<file path="config.mk">
export PLATFORM = sky130hd
export DESIGN_NAME = siso_frame_rx
export DESIGN_NICKNAME = d
export VERILOG_FILES = /design/src/rtl/siso_frame_rx.sv
export SDC_FILE = /design/constraint.sdc
export NUM_CORES = 1
export LEC_CHECK = 0
export CORE_ASPECT_RATIO = 1.1
export CORE_MARGIN = 5
export CORE_UTILIZATION = 43
export DETAILED_ROUTE_END_ITERATION = 8
export HOLD_SLACK_MARGIN = 0.15
export PLACE_DENSITY = 0.65
export SETUP_SLACK_MARGIN = 0.5
export SLEW_MARGIN = 20
export SYNTH_ARGS = -nofsm -noshare
export SYNTH_HDL_FRONTEND = slang
export SYNTH_SLANG_ARGS = --single-unit
</file>
<file path="constraint.sdc">
create_clock -name clk -period 2.9 [get_ports clk]
set_clock_uncertainty 0.15 [all_clocks]
set_input_delay 0.87 -clock clk [delete_from_list [all_inputs] [get_ports clk]]
set_output_delay 0.87 -clock clk [all_outputs]
set_load 0.02 [all_outputs]
</file>
<file path="src/rtl/siso_frame_rx.sv">
// Serial frame receiver for the SISO delay-line output.
// Frame on sin: start bit 1, WIDTH data bits LSB-first, optional even-parity bit, stop bit 0.
// The received word is offered on a valid/ready port together with its error flags.
module siso_frame_rx #(
  parameter int unsigned WIDTH     = 8,
  parameter bit          PARITY_EN = 1'b1
) (
  input  logic             clk,
  input  logic             rst,         // asynchronous, active-low
  input  logic             sin,         // serial line, idles at 0
  input  logic             out_ready,
  input  logic             ovr_clr,     // synchronous clear of overrun
  output logic [WIDTH-1:0] out_data,
  output logic             out_valid,
  output logic             parity_err,
  output logic             frame_err,
  output logic             overrun,     // sticky: a completed frame was dropped
  output logic             busy
);

  // Wide enough to hold WIDTH, so the counter cannot wrap mid-frame.
  localparam int unsigned CntW = $clog2(WIDTH + 1);

  typedef enum logic [1:0] {
    StIdle,
    StData,
    StParity,
    StStop
  } state_e;

  state_e            state_q;
  logic [CntW-1:0]   cnt_q;
  logic [WIDTH-1:0]  shreg_q;
  logic              par_q;

  logic              last_bit;
  logic              can_load;
  logic              par_calc;

  // Decode of the current frame position and delivery condition.
  always_comb begin
    last_bit = (cnt_q == CntW'(WIDTH - 1));
    // A new word may load when the port is empty or is emptied on this same edge.
    can_load = !out_valid || out_ready;
    par_calc = PARITY_EN ? (^shreg_q ^ par_q) : 1'b0;
  end

  // Receive FSM with registered output port, handshake and overrun tracking.
  always_ff @(posedge clk or negedge rst) begin
    if (!rst) begin
      state_q    <= StIdle;
      cnt_q      <= '0;
      shreg_q    <= '0;
      par_q      <= 1'b0;
      out_data   <= '0;
      out_valid  <= 1'b0;
      parity_err <= 1'b0;
      frame_err  <= 1'b0;
      overrun    <= 1'b0;
    end else begin
      // Transfer empties the port; a load in StStop below overrides this.
      if (out_valid && out_ready) begin
        out_valid <= 1'b0;
      end
      // Clear first so a drop on the same edge wins.
      if (ovr_clr) begin
        overrun <= 1'b0;
      end

      case (state_q)
        StIdle: begin
          if (sin) begin
            state_q <= StData;
            cnt_q   <= '0;
          end
        end
        StData: begin
          shreg_q <= {sin, shreg_q[WIDTH-1:1]};
          cnt_q   <= cnt_q + CntW'(1);
          if (last_bit) begin
            state_q <= PARITY_EN ? StParity : StStop;
          end
        end
        StParity: begin
          par_q   <= sin;
          state_q <= StStop;
        end
        StStop: begin
          if (can_load) begin
            out_data   <= shreg_q;
            out_valid  <= 1'b1;
            parity_err <= par_calc;
            frame_err  <= sin;
          end else begin
            overrun <= 1'b1;
          end
          state_q <= StIdle;
        end
        default: begin
          state_q <= StIdle;
        end
      endcase
    end
  end

  // Busy whenever a frame is in progress.
  always_comb begin
    busy = (state_q != StIdle);
  end

endmodule
</file>
* Word-level counts from Yosys, hierarchy flattened *
Cells that the tools add are included.
W data, S select, Z words.

word-level totals
  latch bits = 0
  input port bits = 5
  RAM bits = 0
  memories kept = 0
  register bits after elaboration = 27
  ROM bits = 0
  output and inout bits = 13

operators by class
  $add $sub $neg = 1
  reductions and logical operators = 10
  order comparisons = 0
  multiplexer cells = 11
  bitwise gates (word level) = 1
  shift-type cells = 0
  $mul = 0
  eq/ne operators = 6
  div/mod/pow operators = 0

operators by type and width
  cell                   number
  $pmux W2 S4            1
  $pmux W4 S2            1
  $reduce_xor A8 Y1      1
  $mux W1                6
  $reduce_and A2 Y1      3
  $add A4 B1 Y4 const B  1
  $eq A2 B2 Y1 const B   2
  $eq A4 B3 Y1 const B   1
  $mux W2                2
  $mux W4                1
  $ne A2 B2 Y1 const B   2
  $reduce_bool A2 Y1     2
  $eq A2 B1 Y1 const B   1
  $logic_not A2 Y1       1
  $logic_and A1 B1 Y1    1
  $logic_not A1 Y1       1
  $logic_or A1 B1 Y1     1
  $xor A1 B1 Y1          1

* Logic depth before layout (Yosys ltp) *
Gate-level depths: netlist (run 1).

  depth after elaboration = 4
  gate-level depth with buffers = 7
  depth with buffers taken out = 6

* Worst setup path after synthesis (run 1) *
Ideal clock, no wire load.

  kind = input port to flip-flop
  start point = in out_ready
  end point = reg out_data[0]
  slack = 0.960 ns
  required time = 2.625 ns
  arrival = 1.665 ns
  stages = 4
  cell sequence = nand2b_1 nand2_1 buf_2 mux2_2

on the way
  longest elaborated chain between the ends = 2

RTL lines
  what                                RTL line  RTL
  start, declared                     11        input logic out_ready,
  $logic_or A1 B1 Y1                  44        can_load = !out_valid || out_ready;
  $reduce_and A2 Y1 (no source line)  -
  end signal, assigned                90        out_data <= shreg_q;
  end, declared                       13        output logic [WIDTH-1:0] out_data,

No other way between the ends.
A chain may end at the register's enable or synchronous reset.

* Final worst setup path (run 1) *
  start point = reg state_q[1]
  end point = out busy

on the way
  longest elaborated chain between the ends = 1

RTL lines
  what                    RTL line  RTL
  start, declared         31        state_e state_q;
  start signal, assigned  51        state_q <= StIdle;
  start signal, assigned  73        state_q <= StData;
  start signal, assigned  81        state_q <= PARITY_EN ? StParity : StStop;
  $reduce_bool A2 Y1      108       busy = (state_q != StIdle);
  end, declared           18        output logic busy

No other way between the ends.

==> results of run 1 <==
flip-flops by register name, indices dropped and copies added (netlist names):
register,count
cnt_q,4
frame_err,1
out_data,8
out_valid,1
overrun,1
par_q,1
parity_err,1
shreg_q,8
state_q,2
power groups by stage:
stage	registers, mW	clock network, mW	logic (mW)
2_1_floorplan	0.784	0	0.655
3_3_place_gp	0.715	0	1.02
3_5_place_dp	0.720	0	1.05
4_1_cts	0.710	0.167	1.09
5_1_grt	0.737	0.194	1.22
6_report	0.708	0.160	1.10
repair_timing:
item	4_1_cts	5_1_grt
setup buffers	1	3
gates resized for setup	6	5
endpoints found under the setup margin	1	5
pin swaps	0	1
final cells by class:
type                    instances  area [µm²]
fillers                       247        1240
flip-flops and latches         27         676
multi-input cells              67         543
repair buffers                 23         226
well taps                      33        41.3
inverters                       7        26.3
clock buffers                   3        22.5
clock inverters                 1        5.00
metal layers:
| metal | vias up | part of all wire (%) | global-route usage [%] |
|---|---|---|---|
| met5 | - | 0 | 0 |
| met4 | 0 | 0.76 | 5.84 |
| met3 | 2 | 3.8 | 2.52 |
| met2 | 11 | 49 | 20.5 |
| met1 | 409 | 46 | 17.4 |
| li1 | 406 | - | - |
worst register-to-register path: cells and delay by family, from the launching register on:
family / cells / cell delay [ns]
adder cells (fa/ha/maj): 1 / 0.44
multiplexers: 1 / 0.35
flip-flops: 1 / 0.43
buffers and inverters: 2 / 0.35
cells in the final DEF (no fill, tap or decap), drive strengths merged:
master / synthesis / final
nor2: 4 / 4
buf: 3 / 6
nand3b: 1 / 1
nor2b: 1 / 1
clkdlybuf4s15: 0 / 1
nand3: 2 / 2
clkinv: 0 / 1
a31oi: 2 / 2
a21oi: 3 / 3
xnor3: 1 / 1
o221ai: 1 / 1
nand2b: 2 / 2
xnor2: 5 / 5
dfrtp: 27 / 27
inv: 7 / 7
clkdlybuf4s50: 0 / 12
ha: 5 / 5
mux2: 16 / 16
a32oi: 1 / 1
dlymetal6s2s: 0 / 4
mux2i: 1 / 1
a211oi: 1 / 1
o22ai: 1 / 1
nor3: 2 / 2
clkbuf: 1 / 3
xor2: 2 / 2
o21ai: 8 / 8
nand2: 7 / 7
nor3b: 1 / 1
per-stage QoR:
step	hold slack (ns)	std cells
floorplan	0.352	105
global placement	0.319	153
detailed placement	0.329	153
global route	0.392	161
CTS	0.361	158
finish	0.355	161
worst min path at each step:
stage                     cells after the start  slack [ns]   startpoint     endpoint
after floorplan                               1        0.35        par_q        par_q
after global placement                        2        0.32   parity_err   parity_err
after detailed placement                      2        0.33   parity_err   parity_err
after CTS                                     2        0.36   parity_err   parity_err
after global routing                          1        0.39  out_data[5]  out_data[5]
final                                         2        0.36   parity_err   parity_err
kinds of logic after synthesis:
logic type / after synthesis / share of synthesized area, %
AOI/OAI and AO/OA: 17 / 7.90
muxes: 17 / 15.2
adders and majority gates: 5 / 5.00
xor gates and xnor gates: 8 / 6.70
and+or+nand+nor: 20 / 7.60
DFF: 27 / 54.0
buffers and inverters: 11 / 3.60
==> reports/results.txt, run 1 <==
status -> completed
io pins -> 18
EDFF count, synth -> 0
Mean Syn Cell Area -> 11.9 µm²
minimum clock period -> 2.33 ns
ys async rst share -> 100%
Critical Path End Type -> primary output
vias -> 828
total number of yosys warnings -> 0
TNS Setup -> 0 ns
PD cells -> 1280 nW/µm²
Worst Path Arrival -> 1.31 ns
Seq pwr share -> 36.0%
Die X -> 61.4 µm
length of the first detailed-routing pass in iterations -> 4
post-synth cell types -> 26
Slew @ Worst Pin -> 0.489 ns
post-DR wirelength/cell -> 13.9 µm
CP Launch Type -> flop
H-tree Lvls -> 1
reg2reg end -> shreg_q[2]
Tot GR Track Use -> 13.1%
sequential area share after synthesis -> 54.0%
Synth area leader -> dfrtp_1
Skew-Pair Late Insertion Delay -> 0.32 ns
unrepaired setup endpoints after global routing -> yes
TritonCTS clock tree -> built
fmax -> 0.430 GHz
Post-Syn Instances -> 105
max-slew violations -> 0
Worst slew margin -> 67.3%
Clock power frac -> 8.1%
total power -> 1.97 mW
Leak -> 0.717 nW
R2R setup slack -> 1.09 ns
Iter 0 DRT Violations -> 5
mapped cell area -> 1250 µm²
delay-heaviest family, CP -> flip-flops
first-pass GRT wire length -> 4000 µm
switching power share of the total -> 38.1%
synth cell count leaders -> 27 x dfrtp_1, 16 x mux2_2, 7 x inv_1, 7 x nand2_1, 7 x o21ai_0
DRC viols -> 0
# rows -> 20
Final Util -> 55.5%
Cell Area, Placed -> 1460 µm²
Post-DP HPWL -> 1590 µm
Combinational Power Share -> 55.9%
R2R Path Start -> state_q[1]
Worst Setup EP -> busy
pin count of the biggest net entering global routing -> 28
area grow syn2layout -> 23.1%
most used flip-flop cell after synthesis -> dfrtp_1
Critical Path Source -> state_q[1]
Max-cap violations -> 0
total congestion overflow -> 0
core outline area -> 2780 µm²
layout cell share with drive strength beyond 1 -> 23.4%
Final Worst Setup Slack -> 0.575 ns
Worst Hold Class -> flop to flop
final hold viol count -> 0
Clk Tree Root Cell -> clkbuf_4
syn_nets -> 115
diode count -> 0
Synth Register Bits -> 27
routability congestion estimate -> 0.779
drt via density -> 5.14
Buffers & Inverters on Critical Path -> 3
DP Worst Slack -> 0.376 ns
CTS Buf Count -> 3
Total Nets Final -> 139
worst IR drop on VDD -> 0.768 mV
top cell type's share of synthesized area -> 54.0%
die height -> 66.6 µm
Reg2Reg Depth -> 4
Final setup viols -> 0
largest cells by area after synthesis -> dfrtp_1 54%, mux2_2 14%, ha_1 5.0%
CP max FO -> 5
CP Depth -> 4
fin crit share -> 80.2%
die area -> 4090 µm²
final instance area -> 1540 µm²
CP max-delay cell -> dfrtp_1
CP cell instances -> inv_2, ha_4, inv_1, clkdlybuf4s15_2
Initial Utilization -> 45.0%
clk slew on worst S/H paths -> 0.15 ns
total net switching power -> 0.749 mW
hold buffers post-CTS -> 0
Clock Sinks -> 27
antenna violations before repair -> 0
critical path class -> flop to primary output
max incr delay on CP -> 0.43 ns
Routed WL -> 2230 µm
vias in the first global route -> 871
CP Data Required Time -> 1.88 ns
internal power -> 1.22 mW
antenna-violating nets left -> 0
I/O Buffers -> 17
most common cell in the netlist -> dfrtp_1
CTS Buffer Depth -> 2
No activity file was read; power rests on OpenSTA's default activity.
==> inputs of run 2 (changes only) <==
clock period = 2.2 ns   (was 2.9 ns; I/O delays follow)
==> run 2 against run 1 <==
  * Sequential share of layout area fell by 4.0 points
  * Cell count rose by 6.2%
  * Hold slack improved by 0.034 ns
  * Critical path type unchanged
==> reports/results.txt, run 2 (synthesized netlist as in run 1, its figures left out) <==
Post-DP HPWL -> 1580 µm
Skew-Pair Late Insertion Delay -> 0.32 ns
clk slew on worst S/H paths -> 0.15 ns
Total Nets Final -> 149
length of the first detailed-routing pass in iterations -> 4
DP Cell Count -> 157
Tot GR Track Use -> 12.8%
fmax -> 0.518 GHz
die height -> 66.6 µm
layout cell share with drive strength beyond 1 -> 41.3%
Worst slew margin -> 76.9%
Iter 0 DRT Violations -> 20
Max-cap violations -> 0
hold buffers post-CTS -> 0
H-tree Lvls -> 1
fin crit share -> 87.7%
Initial Utilization -> 45.0%
max incr delay on CP -> 0.43 ns
Largest regs -> out_data: 8 flops, shreg_q: 8 flops, cnt_q: 4 flops
vias in the first global route -> 849
Final setup viols -> 0
pin count of the biggest net entering global routing -> 28
CTS Buf Count -> 3
drt via density -> 5.11
Slew @ Worst Pin -> 0.347 ns
Worst Hold Class -> flop to flop
io pins -> 18
core outline area -> 2780 µm²
DRC viols -> 0
commonest non-fill, non-tap cell in the layout -> dfrtp_1
worst IR drop on VDD -> 1.06 mV
diode count -> 0
antenna-violating nets left -> 0
commonest non-fill, non-tap cells in the layout -> 27 x dfrtp_1, 16 x mux2_2, 14 x buf_4, 13 x buf_6, 7 x o21ai_0
CP max-delay cell -> dfrtp_1
first-pass GRT wire length -> 3890 µm
minimum clock period -> 1.93 ns
CP Data Required Time -> 1.39 ns
Die X -> 61.4 µm
delay-heaviest family, CP -> flip-flops
TritonCTS clock tree -> built
max-slew violations -> 0
TNS Setup -> 0 ns
Worst Path Arrival -> 1.12 ns
CP cell instances -> inv_2, ha_4, inv_2, buf_6
routability congestion estimate -> 0.778
CP Launch Type -> flop
antenna violations before repair -> 0
critical path class -> flop to primary output
final hold viol count -> 0
# rows -> 20
Clock Sinks -> 27
area grow syn2layout -> 35.6%
Clk Tree Root Cell -> clkbuf_4
most used cell, CP -> inv_2
PD cells -> 1690 nW/µm²
status -> completed
CP max FO -> 2
Leak -> 0.781 nW
total congestion overflow -> 0
vias -> 873
Buffers & Inverters on Critical Path -> 3
unrepaired setup endpoints after global routing -> yes
Routed WL -> 2480 µm
Critical Path End Type -> primary output
post-DR wirelength/cell -> 14.5 µm
die area -> 4090 µm²
CTS Buffer Depth -> 2
Cell Count, Final, Fillers Out -> 171
I/O Buffers -> 17
[run 2: cell types whose count changed in the layout (fill, tap and decap cells not counted), sizes merged]
cell and delta:
buf +22, clkdlybuf4s50 -10, clkinv -1, clkdlybuf4s15 -1, dlymetal6s2s -2, clkbuf +2
[run 2: worst min-delay path: cells and delay by family, from the launching register on]
kind,cells,cell delay (ns)
DFF,1,0.39
AOI/OAI and AO/OA,1,0.07
and+or+nand+nor,1,0.05
[run 2: area by class of cell]
type	count	area [µm²]
multi-input combinational	67	586
clock buffer	4	26.3
sequential	27	676
fill	225	1080
inverter	7	26.3
tap	33	41.3
timing repair buffer	33	342
[run 2: path summary, 6_finish.rpt]
kind | startpoint | to | depth (start not counted) | slack (ns)
max | state_q[1] | busy | 4 | 0.27
max in group asynchronous | rst | par_q | 2 | 1.10
min reg2reg | parity_err | parity_err | 2 | 0.39
min in group asynchronous | rst | out_data[2] | 2 | 0.54
max reg2reg | state_q[1] | out_data[0] | 6 | 0.53
min | parity_err | parity_err | 2 | 0.39
[run 2: metal layers]
layer	part of all wire, %	GRT usage, %
met1	43	16.2
met2	52	21.0
met3	3.6	2.71
met4	0.65	4.77
met5	0	0
[run 2: repair_timing]
item | 4_1_cts | 5_1_grt
setup buffers | 4 | 5
setup endpoints to repair | 24 | 26
resized for setup | 68 | 25
pin swaps | 1 | 1
cloned | 0 | 1
[run 2: stage by stage]
step	total power [mW]	hold WS, ns	worst slack (ns)	cell area [µm²]	utilization (%)
3_5_place_dp	2.38	0.335	0.0881	1500	54.1
5_1_grt	3.10	0.423	0.213	1700	61.1
4_1_cts	2.63	0.363	0.281	1540	55.5
6_report	2.87	0.390	0.270	1700	61.1
3_3_place_gp	2.34	0.317	0.116	1500	54.1
2_1_floorplan	1.90	0.214	0.513	1250	-
[run 2: report_power, final]
| part | switching [mW] | internal (mW) |
|---|---|---|
| Combinational | 0.715 | 0.991 |
| Sequential | 0.213 | 0.740 |
| Clock | 0.145 | 0.0708 |
| Total | 1.07 | 1.80 |
==> RTL edit, RTL diff (settings of run 2) <==
The parameter `WIDTH` goes from 8 to 4.
--- a/src/rtl/siso_frame_rx.sv
+++ b/src/rtl/siso_frame_rx.sv
@@ -3,5 +3,5 @@
 // The received word is offered on a valid/ready port together with its error flags.
 module siso_frame_rx #(
-  parameter int unsigned WIDTH     = 8,
+  parameter int unsigned WIDTH     = 4,
   parameter bit          PARITY_EN = 1'b1
 ) (
Ports: changed (resized out_data); port bits go from 18 to 14. The function was not compared with the original's and may differ.
==> RTL edit against run 2 <==
Hold slack got worse by 0.029 ns. Sequential share of layout area fell by 1.8 points. Sequential cell count fell by 9. Global-route usage fell by 1.5 points. Total power fell by 33%. First-iteration DRC count fell by 50%. Setup slack improved by 0.074 ns. Area after synthesis fell by 31%. Clock power fell by 9.3%. Wire length fell by 39%. Cell area fell by 30%. Fmax rose by 4.0%.
==> RTL edit: results (changes against run 2) <==
Run status
  – Status: finished, final reports clean

Synth
  – Top cells by count, synth: 18 x dfrtp_1, 10 x mux2_2, 8 x inv_1
  – Synth cell types: 20 (-23%)
  – Area contributors post-synth: dfrtp_1 52%, mux2_2 13%, ha_1 10%
  – Post-synthesis sequential area ratio: 51.80% (-2.2 points)
  – Compound-cell area share of the yosys netlist: 6.187% (-1.7 points)
  – Synthesized Nets: 81 (-30%)
  – Post-Synth XOR/XNOR Area: 6.475% (-0.23 points)
  – Multiplexer area fraction after synthesis: 16.55% (+1.3 points)

Critical path
  – R2R cell count: 7 (+1)
  – Slowest cell delay on critical path: 0.41 ns (-0.02 ns)
  – Crit path DAT: 1.05 ns (-0.07 ns)

Placed design
  – I/O Buffers: 13 (-4)
  – Final Wtd Congestion: 0.6181 (-21%)
  – Pre-CTS setup slack: 0.09949 ns (+0.01144 ns)

Final layout
  – Regs by FF count: out_data (4), shreg_q (4), cnt_q (3)
  – Share of layout cells above drive strength 1: 47.42% (+6.1 points)
  – Nets: 110 (-26%)
  – Layout Cells excl Fill: 125 (-27%)

Timing
  – Slew HR: 84.83% (+8.0 points)

Worst hold path
  – Worst hold stages: 1 (-1)
  – Hold Startpoint: out_data[1]
  – WHS Endpoint: out_data[1]

Power
  – Worst VDD drop: 0.7603 mV (-28%)
  – P_leak: 0.0005636 uW (-28%)

Route
  – Number of vias per cell: 4.656 (-8.8%)

CTS
  – Worst skew pair latency: 0.28 ns (-0.04 ns)
  – Clk slew on worst S/H paths: 0.10 ns (-0.05 ns)

Global routing
  – GRT Resource Usage Total: 11.24% (-1.5 points)
-- RTL edit: changes by cell type after synthesis, moves of 2 or more --
cell     change
a31oi_1      -2
buf_2        -2
dfrtp_1      -9
ha_1         +2
mux2_2       -6
nand2_1      -2
nand3_1      -2
nor2_1       -3
nor3_1       -2
o21ai_0      -3
xnor2_1      -3
xor2_1       -2
-- RTL edit: power by group --
group / switching (uW) / internal, uW
registers: 129 / 502
logic: 487 / 608
clock network: 94.3 / 101
-- RTL edit: logic make-up (layout without fill, tap and decap cells) --
logic type | count (synthesis) | count (layout)
simple gates | 9 | 9
xor+xnor | 4 | 4
buf+inv | 9 | 37
flops | 18 | 18
fa+ha+maj | 7 | 7
compound gates | 9 | 9
mux | 13 | 13
-- RTL edit: how the worst max path moves through the flow --
| stage | start | endpoint |
|---|---|---|
| 2_1_floorplan | state_q[0] | busy |
| 3_3_place_gp | state_q[0] | busy |
| 3_5_place_dp | sin | state_q[1] |
| 4_1_cts | state_q[1] | busy |
| 5_1_grt | state_q[0] | busy |
| 6_report | state_q[1] | busy |
-- RTL edit: routing by layer --
metal  vias up  routed length (microns)  track usage (%)
li1        289                        -                -
met1       279                      712            15.78
met2        12                      727            17.91
met3         2                       61            1.567
met4         0                       10            3.285
met5         -                        0                0
-- RTL edit: final cells by class --
class                           instances  area, sq um
Fill cell                             176        794.5
Sequential cell                        18        450.4
Multi-Input combinational cell         42        446.7
Timing Repair Buffer                   25        185.2
Clock buffer                            4        36.28
Tap cell                               28        35.03
Inverter                                8        30.03
-- RTL edit: through the flow --
stage                     utilization (%)  power (uW)  area [sq um]
final                               59.84        1922          1184
after global placement              53.95        1571          1067
after CTS                           55.66        1793          1101
after detailed placement            53.95        1594          1067
after global routing                59.84        2093          1184
after floorplan                         -        1260         869.6
-- RTL edit: what timing repair did --
| item | 4_1_cts | 5_1_grt |
|---|---|---|
| resized for setup | 46 | 9 |
| gates cloned | 0 | 0 |
| hold buffers | 0 | 0 |
| endpoints found under the hold margin | 0 | 0 |
| setup buffers | 2 | 5 |
| setup endpoints to repair | 16 | 8 |
| pin swaps | 2 | 2 |
